`src/rtl/serv_bufreg_pkg.sv`:
```
// Shared types and constants for the parametrised serial buffer register.
package serv_bufreg_pkg;

    typedef enum logic [1:0] {
        IDLE   = 2'd0,
        ACTIVE = 2'd1,
        DONE   = 2'd2
    } state_e;

    localparam int CNT_W = 6;

    localparam logic MODE_LOAD  = 1'b0;
    localparam logic MODE_SHIFT = 1'b1;

    function automatic int beats_of(input int w);
        return 32 / w;
    endfunction

endpackage

```
`src/rtl/serv_bufreg_sadd.sv`:
```
// W-bit slice of a serial adder; the carry register links consecutive beats.
module serv_bufreg_sadd #(
    parameter int W = 1
) (
    input  logic         clk,
    input  logic         rst_n,
    input  logic         clr,
    input  logic         en,
    input  logic [W-1:0] a,
    input  logic [W-1:0] b,
    output logic [W-1:0] q
);
    import serv_bufreg_pkg::*;

    logic         carry_q;
    logic         carry_d;
    logic [W:0]   sum;

    assign sum = {1'b0, a} + {1'b0, b} + {{W{1'b0}}, carry_q};
    assign q   = sum[W-1:0];

    // Clear wins over accumulate so a new operation never inherits a stale carry.
    always_comb begin
        carry_d = carry_q;
        if (clr) begin
            carry_d = 1'b0;
        end else if (en) begin
            carry_d = sum[W];
        end
    end

    always_ff @(posedge clk or negedge rst_n) begin
        if (!rst_n) begin
            carry_q <= 1'b0;
        end else begin
            carry_q <= carry_d;
        end
    end

endmodule

```
`src/rtl/serv_bufreg_w.sv`:
```
// Self-sequencing serial buffer register: W-bit serial add (LOAD) or right shift (SHIFT).
// Optional macro SERV_BUFREG_MDU_EN masks o_lsb to zero during MDU operations.
module serv_bufreg_w #(
    parameter int W = 1,
    parameter int B = W - 1
) (
    input  logic          i_clk,
    input  logic          i_rst_n,
    input  logic          i_start,
    input  logic          i_mode,
    input  logic [5:0]    i_nbeats,
    input  logic          i_rs1_en,
    input  logic          i_imm_en,
    input  logic          i_clr_lsb,
    input  logic          i_sh_signed,
    input  logic          i_mdu_op,
    input  logic [B:0]    i_rs1,
    input  logic [B:0]    i_imm,
    output logic          o_busy,
    output logic          o_done,
    output logic [B:0]    o_q,
    output logic [1:0]    o_lsb,
    output logic [31:0]   o_dbus_adr,
    output logic [31:0]   o_ext_rs1
);
    import serv_bufreg_pkg::*;

    localparam int               BEATS     = beats_of(W);
    localparam logic [CNT_W-1:0] BEATS_C   = CNT_W'(BEATS);
    localparam logic [CNT_W-1:0] LAST_LOAD = CNT_W'(BEATS - 1);

    state_e           state_q, state_d;
    logic [CNT_W-1:0] cnt_q, cnt_d;
    logic [CNT_W-1:0] len_q, len_d;
    logic             mode_q, mode_d;
    logic [31:0]      data_q, data_d;

    logic             start_ok;
    logic             load_beat;
    logic             shift_beat;
    logic             last_beat;
    logic [B:0]       clrmask;
    logic [B:0]       add_a;
    logic [B:0]       add_b;
    logic [B:0]       add_q;

    assign start_ok   = (state_q == IDLE) && i_start;
    assign load_beat  = (state_q == ACTIVE) && (mode_q == MODE_LOAD);
    assign shift_beat = (state_q == ACTIVE) && (mode_q == MODE_SHIFT) && (len_q != '0);
    // A zero-length shift still spends one ACTIVE cycle so DONE timing stays uniform.
    assign last_beat  = (mode_q == MODE_LOAD) ? (cnt_q == LAST_LOAD)
                                              : ((len_q == '0) || (cnt_q == len_q - 1'b1));

    assign clrmask = W'(i_clr_lsb && (cnt_q == '0));
    assign add_a   = i_rs1 & {W{i_rs1_en}};
    assign add_b   = i_imm & {W{i_imm_en}} & ~clrmask;

    serv_bufreg_sadd #(.W(W)) u_sadd (
        .clk   (i_clk),
        .rst_n (i_rst_n),
        .clr   (start_ok),
        .en    (load_beat),
        .a     (add_a),
        .b     (add_b),
        .q     (add_q)
    );

    always_comb begin
        state_d = state_q;
        cnt_d   = cnt_q;
        len_d   = len_q;
        mode_d  = mode_q;
        data_d  = data_q;
        case (state_q)
            IDLE: begin
                if (i_start) begin
                    mode_d  = i_mode;
                    len_d   = (i_nbeats > BEATS_C) ? BEATS_C : i_nbeats;
                    cnt_d   = '0;
                    state_d = ACTIVE;
                end
            end
            ACTIVE: begin
                if (load_beat) begin
                    data_d = {add_q, data_q[31:W]};
                end else if (shift_beat) begin
                    data_d = {{W{data_q[31] & i_sh_signed}}, data_q[31:W]};
                end
                cnt_d = cnt_q + 1'b1;
                if (last_beat) begin
                    state_d = DONE;
                end
            end
            DONE:    state_d = IDLE;
            default: state_d = IDLE;
        endcase
    end

    always_ff @(posedge i_clk or negedge i_rst_n) begin
        if (!i_rst_n) begin
            state_q <= IDLE;
            cnt_q   <= '0;
            len_q   <= '0;
            mode_q  <= MODE_LOAD;
            data_q  <= '0;
        end else begin
            state_q <= state_d;
            cnt_q   <= cnt_d;
            len_q   <= len_d;
            mode_q  <= mode_d;
            data_q  <= data_d;
        end
    end

    assign o_busy     = (state_q != IDLE);
    assign o_done     = (state_q == DONE);
    assign o_q        = shift_beat ? data_q[B:0] : '0;
    assign o_dbus_adr = {data_q[31:2], 2'b00};
    assign o_ext_rs1  = data_q;

`ifdef SERV_BUFREG_MDU_EN
    assign o_lsb = i_mdu_op ? 2'b00 : data_q[1:0];
`else
    logic unused_mdu_op;
    assign unused_mdu_op = i_mdu_op;
    assign o_lsb         = data_q[1:0];
`endif

endmodule

```
`config.mk`:
```
export PLATFORM = sky130hd
export DESIGN_NAME = serv_bufreg_w
export DESIGN_NICKNAME = d
export VERILOG_FILES = /design/src/rtl/serv_bufreg_pkg.sv /design/src/rtl/serv_bufreg_sadd.sv /design/src/rtl/serv_bufreg_w.sv
export SDC_FILE = /design/constraint.sdc
export NUM_CORES = 1
export LEC_CHECK = 0
export CORE_ASPECT_RATIO = 0.75
export CORE_MARGIN = 1
export CORE_UTILIZATION = 30
export CTS_CLUSTER_DIAMETER = 150
export DETAILED_ROUTE_END_ITERATION = 10
export DONT_BUFFER_PORTS = 1
export HOLD_SLACK_MARGIN = 0.03
export PLACE_DENSITY = 0.45
export SLEW_MARGIN = 25
export SYNTH_ARGS = -nofsm -noshare
export SYNTH_HDL_FRONTEND = slang
export SYNTH_SLANG_ARGS = --single-unit
```
`constraint.sdc`:
```
create_clock -name i_clk -period 1.78 [get_ports i_clk]
set_input_delay 0.267 -clock i_clk [delete_from_list [all_inputs] [get_ports i_clk]]
set_output_delay 0.267 -clock i_clk [all_outputs]
set_load 0.02 [all_outputs]
```
==> flow_summary.json <==
{
  "clock_path_buffers": 2,
  "io_pins": 86,
  "die-area_mm2": 0.00860,
  "synth-compound-area-share_pct": 8.52,
  "critPathSlowestCell": "or4_4",
  "worst-path-buf-inv": 0,
  "fp.dieW_um": 107,
  "power_density_mw_per_mm2": 2150,
  "synth_xor_area_share_pct": 2.84,
  "drv_cap": 0,
  "synth_top_area_share_pct": 48.7,
  "drv_slew": 0,
  "track_usage_pct": 12.4,
  "syn_area_mm2": 0.00247,
  "grt_pass1_vias": 1544,
  "critical_path_arrival_ns": 2.03,
  "die_height_um": 80.5,
  "antenna_cells": 0,
  "core-area_mm2": 0.00792,
  "placement.cell_area_mm2": 0.00249,
  "fillCellCount": 819,
  "yosys_warnings": 0,
  "r2r-start": "len_q[3]$_DFFE_PN0P_",
  "drc": 0,
  "layout_commonest_cell": "dfrtp_1",
  "path_delay_family": "simple AND/OR/NAND/NOR gates",
  "crit_chain": "or3_4 > or4_4 > a2111oi_4 > a21oi_1",
  "synthToLayoutAreaGrowth_pct": 12.4,
  "finalHoldViolCount": 0,
  "num_rows": 28,
  "start_kind": "flip-flop",
  "fin_util_pct": 35.0,
  "routed_wl_mm": 5.18,
  "worstHoldPathCells": 2,
  "hp-class": "in -> reg",
  "grt_antenna_before_repair": 0,
  "synth_mux_area_share_pct": 14.1,
  "synth_edf_count": 0,
  "final_cell_mix": "48 x dfrtp_1, 31 x mux2_2, 21 x buf_4",
  "criticalPathCategory": "reg -> reg",
  "synth-main-ff-cell": "dfrtp_1",
  "synthAdderAreaFrac_pct": 2.84,
  "path_clk_slew_ns": 0.09,
  "yosys-top-cells-area": "dfrtp_1 49%, mux2_2 14%, buf_4 10%",
  "cp-end-kind": "flip-flop",
  "grt_overflow": 0,
  "place.gp.congestion": 0.851,
  "r2r-end": "state_q[0]$_DFFE_PN0P_",
  "start_util_pct": 31.2,
  "hpwl_mm": 3.53,
  "drt_iter0_drc": 55,
  "timing.hold.ws_ns": 0.0807,
  "finalSetupViolations": 15,
  "rsz0062_at_grt": "yes",
  "min_from": "i_nbeats[5]",
  "wl_per_cell_um": 16.0,
  "fmax_mhz": 539,
  "synth-seq-cells": 48,
  "cpPeakStageDelay_ns": 0.50,
  "synth_top_family_by_area": "multiplexers",
  "insertion_delay_ns": 0.30,
  "clock-skew-final_ns": 0.00713,
  "reg2reg_setup_slack_ns": -0.08,
  "design_area_mm2": 0.00277,
  "status": "finished, violations left",
  "yosys.area.top_type": "dfrtp_1",
  "via_per_inst": 4.67,
  "cp.required_ns": 1.96,
  "fin_cells": 323,
  "synth_simple_gate_area_share_pct": 9.89,
  "gr-usage-met2_pct": 18.0,
  "finalSetupTns_ns": -0.211,
  "ant_nets": 0,
  "busiest_layer": "met2",
  "syn_avg_cell_area_um2": 11.0,
  "first_pass_iters": 4,
  "post-route-period-util_pct": 104,
  "post-place-ws_ns": -0.128,
  "irDropWorstVdd_mv": 0.755,
  "grt_pass1_wl_mm": 8.04,
  "dp.cells": 308,
  "min_to": "len_q[5]$_DFFE_PN0P_",
  "nNetsFinal": 239,
  "leakage_nw": 1.26,
  "violations": "negative setup slack",
  "ff2ff_path_depth": 4,
  "root_buffer": "clkbuf_8",
  "cts_buffers": 5,
  "synth_cell_types": 34,
  "io_buffer_count": 0,
  "fin_crit_ns": 1.86,
  "h-tree-depth": 2,
  "use_met3_pct": 3.90,
  "drive_gt1_share_pct": 37.2,
  "finalPower_mw": 5.96,
  "met1_usage_pct": 16.9,
  "seq_area_frac_synth_pct": 48.7,
  "synthCells": 224,
  "cp_max_fo": 2,
  "cts_tree": "built",
  "numClockSinks": 48,
  "synthArstFlopShare_pct": 100,
  "vias": 1510,
  "grt_max_degree": 49,
  "fin_ws_ns": -0.0761
}
[cells in the mapped netlist, drive strengths merged (5+ instances only)]
cell type / instances
inv: 8
nand2: 17
buf: 34
dfrtp: 48
clkbuf: 9
o21ai: 12
a21oi: 8
nor2: 8
nand3b: 5
nand3: 5
mux2: 31
[worst max path at each step]
stage / startpoint / depth (start not counted) / slack, ns / to
2_1_floorplan: len_q[0]$_DFFE_PN0P_ / 7 / -0.08 / o_ext_rs1[0]$_DFFE_PN0P_
3_3_place_gp: len_q[3]$_DFFE_PN0P_ / 4 / -0.1 / state_q[1]$_DFFE_PN0P_
3_5_place_dp: len_q[3]$_DFFE_PN0P_ / 4 / -0.13 / state_q[0]$_DFFE_PN0P_
4_1_cts: len_q[3]$_DFFE_PN0P_ / 4 / -0.08 / state_q[0]$_DFFE_PN0P_
5_1_grt: len_q[3]$_DFFE_PN0P_ / 4 / -0.13 / state_q[0]$_DFFE_PN0P_
6_report: len_q[3]$_DFFE_PN0P_ / 4 / -0.08 / state_q[0]$_DFFE_PN0P_
[layer usage]
metal  routed length (um)  vias to the layer above  share of wire [%]
met5                    0                        -                  0
met4                   86                        0                1.7
met3                  322                        7                6.2
met2                 2260                       48                 44
met1                 2510                      744                 48
li1                     -                      711                  -
[worst register-to-register path, delay by kind of cell (launching register included)]
| family | cells | cell delay (ns) |
|---|---|---|
| AOI/OAI and AO/OA | 2 | 0.47 |
| and+or+nand+nor | 2 | 0.89 |
| DFF | 1 | 0.38 |
[power breakdown]
group          switching, mW  total, mW  internal (mW)
registers               1.02       2.50           1.48
logic                   1.30       2.77           1.47
clock network          0.379      0.695          0.315
[what timing repair did]
item | CTS | global route
cloned | 0 | 2
endpoints found under the hold margin | 48 | 0
resized for setup | 8 | 8
hold buffers | 2 | 0
endpoints found under the setup margin | 5 | 35
buffers inserted | 1 | 2
pin swaps | 2 | 6
[cell families (layout without fill, tap and decap cells)]
logic type	count (synthesis)	count (layout)
buf+inv	51	44
other cells	1	2
flops	48	48
xor+xnor	8	8
mux	31	31
fa+ha+maj	5	5
compound gates	32	32
simple gates	48	48
[cell type report]
class / count / area (um2) / share of cell area, %
sequential: 48 / 1200 / 43.3
multi-input combinational: 126 / 1030 / 37.2
timing repair buffer: 28 / 283 / 10.2
tap: 105 / 131 / 4.74
clock buffer: 6 / 82.6 / 2.98
inverter: 8 / 30.0 / 1.08
clock inverter: 2 / 15.0 / 0.541
[sequential cells by signal, summed over array words and instances (netlist names)]
register / flops
mode_q: 1
state_q: 2
cnt_q: 6
len_q: 6
u_sadd.carry_q: 1
o_ext_rs1: 32
No activity file was read; power rests on OpenSTA's default activity.
